File: src/rtl/tmds_decoder.sv
// TMDS receive channel decoder: word alignment from control-token runs, then 8b/10b data/control recovery.
// Optional error counter for isolated control tokens is enabled by defining TMDS_ERRCNT_EN.
module tmds_decoder #(
    parameter int CTRL_RUN    = 8,
    parameter int SEARCH_WAIT = 2048,
    parameter int LOSS_WAIT   = 4096
) (
    input  logic        clk,
    input  logic        rst_n,
    input  logic [9:0]  din,
    output logic [7:0]  vd,
    output logic [1:0]  cd,
    output logic        vde,
    output logic        locked,
    output logic [3:0]  offset
`ifdef TMDS_ERRCNT_EN
    ,
    output logic [15:0] err_cnt
`endif
);

    localparam int MAX_AB = (SEARCH_WAIT > LOSS_WAIT) ? SEARCH_WAIT : LOSS_WAIT;
    localparam int MAX_P  = (CTRL_RUN > MAX_AB) ? CTRL_RUN : MAX_AB;
    localparam int CW     = (MAX_P > 1) ? $clog2(MAX_P) : 1;

    typedef enum logic {
        S_SEARCH = 1'b0,
        S_LOCKED = 1'b1
    } state_t;

    state_t          state_q, state_d;
    logic [9:0]      prev_q;
    logic [9:0]      sym_q, sym_d;
    logic [CW-1:0]   run_q, run_d;
    logic [CW-1:0]   wait_q, wait_d;
    logic [3:0]      offset_q, offset_d;
    logic            slip_q, slip_d;
    logic [7:0]      vd_q, vd_d;
    logic [1:0]      cd_q, cd_d;
    logic            vde_q, vde_d;

    logic [18:0]     cat;
    logic [9:0]      win [10];
    logic            is_ctrl;
    logic [1:0]      ctrl_code;
    logic [7:0]      dword;
    logic [7:0]      vd_dec;
    logic [CW-1:0]   run_inc;
    logic [CW-1:0]   wait_inc;
    logic [3:0]      offset_nxt;

    // Bit 19 of the full 20-bit concatenation can never fall inside a window.
    assign cat = {din[8:0], prev_q};

    for (genvar gi = 0; gi < 10; gi++) begin : g_win
        assign win[gi] = cat[gi+9:gi];
    end

    always_comb begin
        sym_d = win[0];
        for (int i = 1; i < 10; i++) begin
            if (offset_q == 4'(i)) begin
                sym_d = win[i];
            end
        end
    end

    always_comb begin
        is_ctrl   = 1'b1;
        ctrl_code = 2'b00;
        case (sym_q)
            10'b1101010100: ctrl_code = 2'b00;
            10'b0010101011: ctrl_code = 2'b01;
            10'b0101010100: ctrl_code = 2'b10;
            10'b1010101011: ctrl_code = 2'b11;
            default:        is_ctrl   = 1'b0;
        endcase
    end

    assign dword     = sym_q[9] ? ~sym_q[7:0] : sym_q[7:0];
    assign vd_dec[0] = dword[0];
    for (genvar gi = 1; gi < 8; gi++) begin : g_dec
        assign vd_dec[gi] = sym_q[8] ? (dword[gi] ^ dword[gi-1]) : ~(dword[gi] ^ dword[gi-1]);
    end

    assign run_inc    = (run_q >= CW'(CTRL_RUN)) ? run_q : run_q + CW'(1);
    assign wait_inc   = (&wait_q) ? wait_q : wait_q + CW'(1);
    assign offset_nxt = (offset_q == 4'd9) ? 4'd0 : offset_q + 4'd1;

    always_comb begin
        state_d  = state_q;
        run_d    = run_q;
        wait_d   = wait_q;
        offset_d = offset_q;
        slip_d   = 1'b0;
        case (state_q)
            S_SEARCH: begin
                // The word sampled on the slip edge used the old offset; skip it.
                if (slip_q) begin
                    run_d = '0;
                end else if (is_ctrl) begin
                    run_d  = run_inc;
                    wait_d = '0;
                    if (run_inc >= CW'(CTRL_RUN)) begin
                        state_d = S_LOCKED;
                        run_d   = '0;
                    end
                end else begin
                    run_d  = '0;
                    wait_d = wait_inc;
                    if (wait_inc >= CW'(SEARCH_WAIT - 1)) begin
                        offset_d = offset_nxt;
                        wait_d   = '0;
                        slip_d   = 1'b1;
                    end
                end
            end
            S_LOCKED: begin
                if (is_ctrl) begin
                    wait_d = '0;
                end else begin
                    wait_d = wait_inc;
                    if (wait_inc >= CW'(LOSS_WAIT - 1)) begin
                        state_d  = S_SEARCH;
                        offset_d = offset_nxt;
                        wait_d   = '0;
                        run_d    = '0;
                        slip_d   = 1'b1;
                    end
                end
            end
            default: state_d = S_SEARCH;
        endcase
    end

    always_comb begin
        vd_d  = vd_q;
        cd_d  = cd_q;
        vde_d = vde_q;
        if (state_q == S_LOCKED) begin
            if (is_ctrl) begin
                vde_d = 1'b0;
                cd_d  = ctrl_code;
            end else begin
                vde_d = 1'b1;
                vd_d  = vd_dec;
            end
        end else begin
            vde_d = 1'b0;
            cd_d  = 2'b00;
            vd_d  = 8'h00;
        end
    end

    always_ff @(posedge clk or negedge rst_n) begin
        if (!rst_n) begin
            prev_q   <= '0;
            sym_q    <= '0;
            state_q  <= S_SEARCH;
            run_q    <= '0;
            wait_q   <= '0;
            offset_q <= '0;
            slip_q   <= 1'b0;
            vd_q     <= '0;
            cd_q     <= '0;
            vde_q    <= 1'b0;
        end else begin
            prev_q   <= din;
            sym_q    <= sym_d;
            state_q  <= state_d;
            run_q    <= run_d;
            wait_q   <= wait_d;
            offset_q <= offset_d;
            slip_q   <= slip_d;
            vd_q     <= vd_d;
            cd_q     <= cd_d;
            vde_q    <= vde_d;
        end
    end

    assign vd     = vd_q;
    assign cd     = cd_q;
    assign vde    = vde_q;
    assign locked = (state_q == S_LOCKED);
    assign offset = offset_q;

`ifdef TMDS_ERRCNT_EN
    logic [1:0]  hist_q;
    logic [15:0] err_q, err_d;
    logic        iso_tok;

    // hist_q[0] is the previous symbol's class, hist_q[1] the one before it.
    assign iso_tok = (state_q == S_LOCKED) && !is_ctrl && hist_q[0] && !hist_q[1];
    assign err_d   = (iso_tok && (err_q != 16'hFFFF)) ? err_q + 16'd1 : err_q;

    always_ff @(posedge clk or negedge rst_n) begin
        if (!rst_n) begin
            hist_q <= 2'b00;
            err_q  <= '0;
        end else begin
            hist_q <= {hist_q[0], is_ctrl};
            err_q  <= err_d;
        end
    end

    assign err_cnt = err_q;
`endif

endmodule

File: config.mk
export PLATFORM = sky130hd
export DESIGN_NAME = tmds_decoder
export DESIGN_NICKNAME = d
export VERILOG_FILES = /design/src/rtl/tmds_decoder.sv
export SDC_FILE = /design/constraint.sdc
export NUM_CORES = 1
export LEC_CHECK = 0
export ABC_AREA = 1
export CAP_MARGIN = 20
export CORE_ASPECT_RATIO = 1.4
export CORE_MARGIN = 8
export CORE_UTILIZATION = 59
export DETAILED_ROUTE_END_ITERATION = 16
export HOLD_SLACK_MARGIN = 0.02
export PLACE_DENSITY = 0.79
export SLEW_MARGIN = 25
export SYNTH_ARGS = -nofsm -noshare
export SYNTH_HDL_FRONTEND = slang
export SYNTH_SLANG_ARGS = --single-unit
File: constraint.sdc
create_clock -name clk -period 2.55 [get_ports clk]
set_input_delay 0.255 -clock clk [delete_from_list [all_inputs] [get_ports clk]]
set_output_delay 0.255 -clock clk [all_outputs]
set_load 0.02 [all_outputs]
* Word-level counts from Yosys, hierarchy flattened
Cells that the tools add are included.
** Storage, ports and cells
- Output and inout port bits :: 16
- Word-level logic and storage cells :: 114
- Bits of input ports :: 12
- Register bits after elaboration :: 61
** Operators by class
- Eq/ne operators :: 19
- $add $sub $neg :: 3
- Reductions and logical operators :: 4
- Bitwise logic cells :: 16
- Magnitude comparators :: 4
- Multiplexer cells :: 58
** Operators with widths (count)
- $mux W12 :: 12
- $mux W10 :: 9
- $pmux W12 S2 :: 2
- $add A12 B1 Y12 const B :: 2
- $ge A12 B4 Y1 const B :: 2
- $mux W4 :: 6
- $mux W8 :: 3
- $eq A10 B10 Y1 const B :: 2
- $mux W1 :: 20
- $eq A4 B3 Y1 const B :: 4
- $ge A12 B11 Y1 const B :: 1
- $ge A12 B12 Y1 const B :: 1
- $reduce_and A12 Y1 :: 1
- $eq A10 B8 Y1 const B :: 1
- $eq A10 B9 Y1 const B :: 1
- $eq A4 B2 Y1 const B :: 2
- $eq A4 B4 Y1 const B :: 2
- $ne A2 B2 Y1 const B :: 4
- $not A1 Y1 :: 8
- $not A8 Y8 :: 1
- $pmux W4 S2 :: 1
- $xor A1 B1 Y1 :: 7
- $pmux W2 S3 :: 1
- $reduce_and A5 Y1 :: 1
- other kinds (7) :: 10

* Depth between registers and ports, before layout
Gate-level depths: netlist (run 1).
- Word-level depth :: 10
- Mapped depth :: 15

* Least setup slack after synthesis (run 1)
No wires, ideal clock.
- Kind :: reg-to-reg
- Start :: register wait_q[0]
- End :: register wait_q[10]
- Stages on the path, launching flop included :: 14
- Data required time :: 2.432 ns
- Slack :: 0.692 ns
- Period minus slack after synthesis :: 1.858 ns
- Arrival :: 1.740 ns
- Cells stage by stage :: dfrtp_1 > ha_1 > nand2_2 > nor2_4 > nand3_4 > nand2_1 > nand2_1 > nor2_1 > nand3_2 > nand2_4 > nand2_2 > buf_6 > nand3_1 > nand2_1
** On the way
- Longest elaborated chain between the ends :: 7
- Elaborated cells on any way between the ends :: 11
** Ends and longest elaborated chain
- start, declared :: line 35 : logic [CW-1:0] wait_q, wait_d;
- start signal, assigned :: line 172 : wait_q <= wait_d;
- $add A12 B1 Y12 / $reduce_and A12 Y1 (equally long branches) :: line 87 : assign wait_inc = (&wait_q) ? wait_q : wait_q + CW'(1);
- $mux W12 * :: line 87
- $ge A12 B11 Y1 :: line 111 : if (wait_inc >= CW'(SEARCH_WAIT - 1)) begin
- $mux W12 :: line 111
- $mux W12 :: line 101 : end else if (is_ctrl) begin
- $mux W12 :: line 99 : if (slip_q) begin
- $pmux W12 S2 * :: line 96 : case (state_q)
Every way passes the cells marked *; elsewhere a longest branch is shown, timed or not. The select of a mux whose other input is x is not followed.
A chain may end at the register's enable or synchronous reset.

* Worst setup path in the final report (run 1)
- Start :: register wait_q[1]
- End :: register state_q, in the netlist locked
** On the way
- Longest elaborated chain between the ends :: 6
- Elaborated cells on any way between the ends :: 7
** Ends and longest elaborated chain
- $add A12 B1 Y12 / $reduce_and A12 Y1 (equally long branches) :: line 87
- $mux W12 * :: line 87
- $ge A12 B12 Y1 * :: line 123 : if (wait_inc >= CW'(LOSS_WAIT - 1)) begin
- $mux W1 * :: line 123
- $mux W1 * :: line 119 : if (is_ctrl) begin
- $pmux W1 S2 * :: line 96
- net state_d :: line 31 : state_t state_q, state_d;
- end signal, assigned :: line 170 : state_q <= state_d;
- end, declared :: line 31
The timed path passes the listed nets; every way through them passes the cells marked *.

==> impl_results.md, run 1 <==
- Status: complete, no violations
- Cell variety after synth: 31
- TNS Setup: 0 ns
- Placed cell areas: 4400 um2
- DR vias/cell: 5.46
- Dpl hpwl: 7470 um
- Worst setup SP type: flip-flop
- I/O pin count: 28
- Final worst setup slack: 0.404 ns
- Max-slew violations: 0
- Overall die height: 114 um
- First-pass GRT wire length: 17300 um
- Row count: 35
- H-Tree Depth: 3
- Hold crit path type: in -> async
- WL final: 10000 um
- Final min period: 2.15 ns
- Antenna Cells: 0
- Final Cycle Share: 0.841
- Clk buf depth: 2
- Seq/Total Area, Yosys: 0.381
- Part of the power in registers: 0.419
- Num CTS Buffers: 9
- Final setup viols: 0
- Gr usage total: 0.216
- Die W: 85.7 um
- Antenna-violating nets left: 0
- Root buf cell: clkbuf_8
- Post-Syn Area per Cell: 6.65 um2
- Initial antenna violation count: 0
- Peak Freq: 0.466 GHz
- Logic pwr share: 0.202
- RePlAce Congestion: 0.931
- Worst skew pair latency: 0.33 ns
- Clk pwr share: 0.378
- Die Area: 9720 um2
- Area contributors post-synth: dfrtp_1, nand2_1, nand3_1
- Internal: 0.00189 W
- Total net switching power: 0.000848 W
- VDD IR-drop max: 328 uV
- Cell count after synthesis: 603
- Routed WL per cell: 13.9 um
- DR DRC count: 0
- Sw frac: 0.310
- Grt ovf: 0
- Vias: 3928
- Area fraction of the dominant cell type after synthesis: 0.381
- Core ar.: 6570 um2
- Pwr Density: 588 nW/um2
- Post-route cell area: 4650 um2
- Required time of the critical path: 2.75 ns
- YS warnings: 0
- 1st-pass router iterations: 5
- Post-layout util: 0.708
- I/O Buffers: 27
- Leak pwr: 2.29 nW
- Mapped Area: 4010 um2
- Final hold viol count: 0
- FF+latch count, synth: 61
- CTS tree: done
- Worst-path clk slew: 0.07 ns
- Largest net degree at the start of global routing: 29
- Arrival @ worst endpoint: 2.34 ns
- DP Worst Slack: 0.437 ns
- Area grow syn2layout: 16.0%
- Post-synth net total: 618
- Initial Util: 0.610
- Share of layout cells above drive strength 1: 0.0774
- Clk sinks: 61
- CP Capture Type: flip-flop
- Relative slew slack: 0.436
- Max Clock Skew: 0.0103 ns
- Overall power: 0.00273 W
- Kind of critical path: reg -> reg
- Max FO, Critical Path: 10
- Initial DRC count: 212
- Nets: 656
- Tightest Pin Transition: 0.843 ns
- R2R cell count: 12
- Vias in the first global route: 3907
- Post-synth top area cell: dfrtp_1
- Max-cap violations: 0
- RSZ-0062 raised after global routing: false
final timing paths:
kind	from	endpoint	slack [ns]
hold reg to reg	run_q[11]	run_q[11]	0.50
setup reg to reg	wait_q[1]	locked	0.40
setup / recovery	wait_q[1]	locked	0.40
hold / removal	rst_n	wait_q[10]	0.37
max in group asynchronous	rst_n	prev_q[8]	1.47
min in group clk	din[9]	prev_q[9]	0.37
cell usage after synthesis, drive strengths merged:
cell / n
o311ai: 1
clkbuf: 10
o21ai: 34
nor3: 2
a21oi: 27
buf: 4
inv: 78
nor4: 2
o21bai: 2
clkinv: 3
ha: 3
xor2: 11
or2: 1
a22o: 1
xnor2: 3
a311oi: 1
dfrtp: 61
nand3b: 1
nor2: 48
nand4: 12
nand3: 81
nand2: 217
power groups by stage:
stage	Clock, W	Sequential, W	Combinational, W
floorplan	0	0.00114	0.000407
global placement	0	0.00116	0.000538
detailed placement	0	0.00116	0.000546
CTS	0.00106	0.00114	0.000551
global route	0.00109	0.00116	0.000624
finish	0.00104	0.00115	0.000553
repair_timing:
item                                   4_1_cts  5_1_grt
buffers inserted                             0        0
gates resized for setup                      0        0
endpoints found under the hold margin       16        0
hold buffers                                 1        0
layout make-up:
type / count / area (um2)
Inverter: 81 / 304
Clock buffer: 10 / 128
Clock inverter: 6 / 111
Timing Repair Buffer: 41 / 373
Multi-Input combinational cell: 447 / 2110
Tap cell: 74 / 92.6
Fill cell: 551 / 1920
Sequential cell: 61 / 1530
kinds of logic after synthesis:
family          Yosys count  synth area share
simple gates            364             0.401
buf+inv                  95            0.0918
compound gates           66            0.0865
flops                    61             0.381
xor+xnor                 14            0.0306
fa+ha+maj                 3           0.00937
metal layers:
metal | GRT usage | part of all wire | vias to the layer above
met5 | 0 | 0 | -
met4 | 0.109 | 0.031 | 0
met3 | 0.0338 | 0.034 | 25
met2 | 0.392 | 0.52 | 116
met1 | 0.235 | 0.42 | 1793
li1 | - | - | 1994
flip-flops by register name, summed over array words and instances, names as in the netlist:
name / count
run_q: 12
cd: 2
sym_q: 10
vde: 1
wait_q: 12
offset: 4
prev_q: 10
slip_q: 1
vd: 8
locked: 1
critical path: stages, from the launching register on:
cell and delay (ns):
dfrtp_1 0.42, ha_1 0.24, nand2_2 0.09, nor2_4 0.22, nand4_1 0.12, nand2_1 0.13, nand3_1 0.08, nor2_1 0.14
nand2_1 0.08, nand2_2 0.14, nand2_2 0.10, inv_2 0.15, o21ai_1 0.10
layout by cell type (no fill, tap or decap), drive strengths merged:
| master | Yosys | routed |
|---|---|---|
| nand2 | 217 | 217 |
| nand3 | 81 | 81 |
| inv | 78 | 78 |
| dfrtp | 61 | 61 |
| nor2 | 48 | 48 |
| o21ai | 34 | 34 |
| a21oi | 27 | 27 |
| clkdlybuf4s50 | 0 | 26 |
| buf | 4 | 14 |
| nand4 | 12 | 12 |
| xor2 | 11 | 11 |
| clkbuf | 10 | 10 |
| clkinv | 3 | 5 |
| xnor2 | 3 | 3 |
| ha | 3 | 3 |
| bufinv | 0 | 3 |
| nor4 | 2 | 2 |
| nor3 | 2 | 2 |
| o21bai | 2 | 2 |
| or2 | 1 | 1 |
| nand3b | 1 | 1 |
| a311oi | 1 | 1 |
| o311ai | 1 | 1 |
| a22o | 1 | 1 |
| clkinvlp | 0 | 1 |
| dlygate4sd3 | 0 | 1 |
per-stage QoR:
stage	hold slack [ns]	cells
global placement	0.198	703
finish	0.368	720
floorplan	-0.0406	603
global route	0.369	720
CTS	0.348	720
detailed placement	0.197	703
Note: power is estimated with default switching activity, not from simulation.
==> run 2, diff against run 1 <==
==> constraint.sdc (replaced) <==
create_clock -name clk -period 2.1 [get_ports clk]
set_input_delay 0.21 -clock clk [delete_from_list [all_inputs] [get_ports clk]]
set_output_delay 0.21 -clock clk [all_outputs]
set_load 0.02 [all_outputs]
==> impl_results.md, run 2 (synthesized netlist as in run 1, its figures left out) <==
- Status: complete, no violations
- Overall die height: 114 um
- Max FO, Critical Path: 11
- Die W: 85.7 um
- Area of the multi-input gates: 2160 um2
- Part of the power in registers: 0.407
- Arrival @ worst endpoint: 2.26 ns
- Gr usage total: 0.231
- Die Area: 9720 um2
- Initial antenna violation count: 0
- Total net switching power: 0.00109 W
- Hold crit path type: in -> reg
- H-Tree Depth: 3
- RSZ-0062 raised after global routing: true
- Antenna Cells: 0
- Share of layout cells above drive strength 1: 0.106
- Initial Util: 0.610
- CTS tree: done
- Num CTS Buffers: 9
- Clk buf depth: 2
- Most common cell after layout, fill and taps aside: nand2_1
- Clk pwr share: 0.379
- Antenna-violating nets left: 0
- Max-cap violations: 0
- Pwr Density: 709 nW/um2
- Tightest Pin Transition: 0.691 ns
- Row count: 35
- Final hold viol count: 0
- CP Capture Type: flip-flop
- FF/Latch Area: 1530 um2
- Core ar.: 6570 um2
- Commonest non-fill, non-tap cells in the layout: nand2_1, inv_1, nand3_1
- Required time of the critical path: 2.34 ns
- Post-layout util: 0.734
- Worst skew pair latency: 0.35 ns
- Max Clock Skew: 0.00712 ns
- VDD IR-drop max: 470 uV
- Vias in the first global route: 3999
- DR vias/cell: 5.51
- Leak pwr: 2.38 nW
- TNS Setup: 0 ns
- Dpl hpwl: 7920 um
- Peak Freq: 0.496 GHz
- Final min period: 2.02 ns
- WL final: 11000 um
- Non-Filler Instances: 735
- DR DRC count: 0
- Final Cycle Share: 0.961
- Placed cell areas: 4490 um2
- Placed cells: 714
- Relative slew slack: 0.539
- Root buf cell: clkbuf_8
- Final worst setup slack: 0.0828 ns
- Initial DRC count: 227
- Fill cells: 535
- Largest net degree at the start of global routing: 62
- First-pass GRT wire length: 18100 um
- Routed WL per cell: 15.0 um
- Largest regs: run_q (12), wait_q (12)
- DP Worst Slack: -0.0204 ns
- Worst-path clk slew: 0.07 ns
- Area grow syn2layout: 20.3%
- Clk sinks: 61
- Nets: 671
- Logic pwr share: 0.214
- Post-route cell area: 4820 um2
- Worst setup SP type: flip-flop
- RePlAce Congestion: 0.913
- I/O pin count: 28
- Final setup viols: 0
- Kind of critical path: reg -> reg
- 1st-pass router iterations: 8
- Grt ovf: 0
- Vias: 4049
- I/O Buffers: 27
- Max-slew violations: 0
- Internal: 0.00233 W
- Sw frac: 0.320
run 2: area by class of cell:
cell class                 count  area share
clock buffer                  10      0.0265
clock inverter                 6      0.0231
inverter                      81      0.0641
multi-input combinational    447       0.447
sequential                    61       0.317
tap                           74      0.0192
timing repair buffer          56       0.103
run 2: per-stage QoR:
| stage | hold WS, ns | total power [W] |
|---|---|---|
| global route | 0.291 | 0.00359 |
| CTS | 0.288 | 0.00338 |
| global placement | 0.239 | 0.00209 |
| detailed placement | 0.242 | 0.00211 |
| finish | 0.293 | 0.00342 |
| floorplan | -0.0856 | 0.00187 |
run 2: critical path, cell delays in order, from the launching register on:
cell     delay, ns
dfrtp_1       0.40
buf_4         0.15
nand2_1       0.10
nor2_4        0.20
nand2_1       0.08
nand2_1       0.05
nand2_1       0.07
o21ai_1       0.13
nand2_1       0.06
nor2_1        0.11
nand2_1       0.11
nand2_4       0.15
nand2_4       0.12
nand3_1       0.11
nand2_1       0.06
run 2: power groups by stage:
stage	registers [W]	logic [W]	clock network, W
after CTS	0.00138	0.000704	0.00130
after detailed placement	0.00140	0.000701	0
final	0.00139	0.000732	0.00129
after global placement	0.00140	0.000689	0
after global routing	0.00140	0.000835	0.00135
after floorplan	0.00138	0.000494	0
run 2: final timing paths:
kind                                 from  slack (ns)   endpoint  depth (start not counted)
worst max-delay path            wait_q[1]        0.08  wait_q[3]                         14
worst min-delay path               din[9]        0.29  prev_q[9]                          1
worst max register to register  wait_q[1]        0.08  wait_q[3]                         14
worst min register to register   run_q[4]        0.50   run_q[4]                          2
max in group asynchronous           rst_n        1.43  prev_q[6]                          3
min in group asynchronous           rst_n        0.40  wait_q[4]                          3
run 2: routing by layer:
metal,global-route usage,wire length (um)
met1,0.240,4350
met4,0.135,302
met3,0.0324,424
met5,0,0
met2,0.427,5960
run 2: what timing repair did:
item                                    in CTS  in global routing
resized for setup                            1                 10
hold buffers                                 1                  0
pin swaps                                    1                  5
endpoints found under the setup margin       1                 34
endpoints found under the hold margin       61                  0
buffers inserted                             0                  4
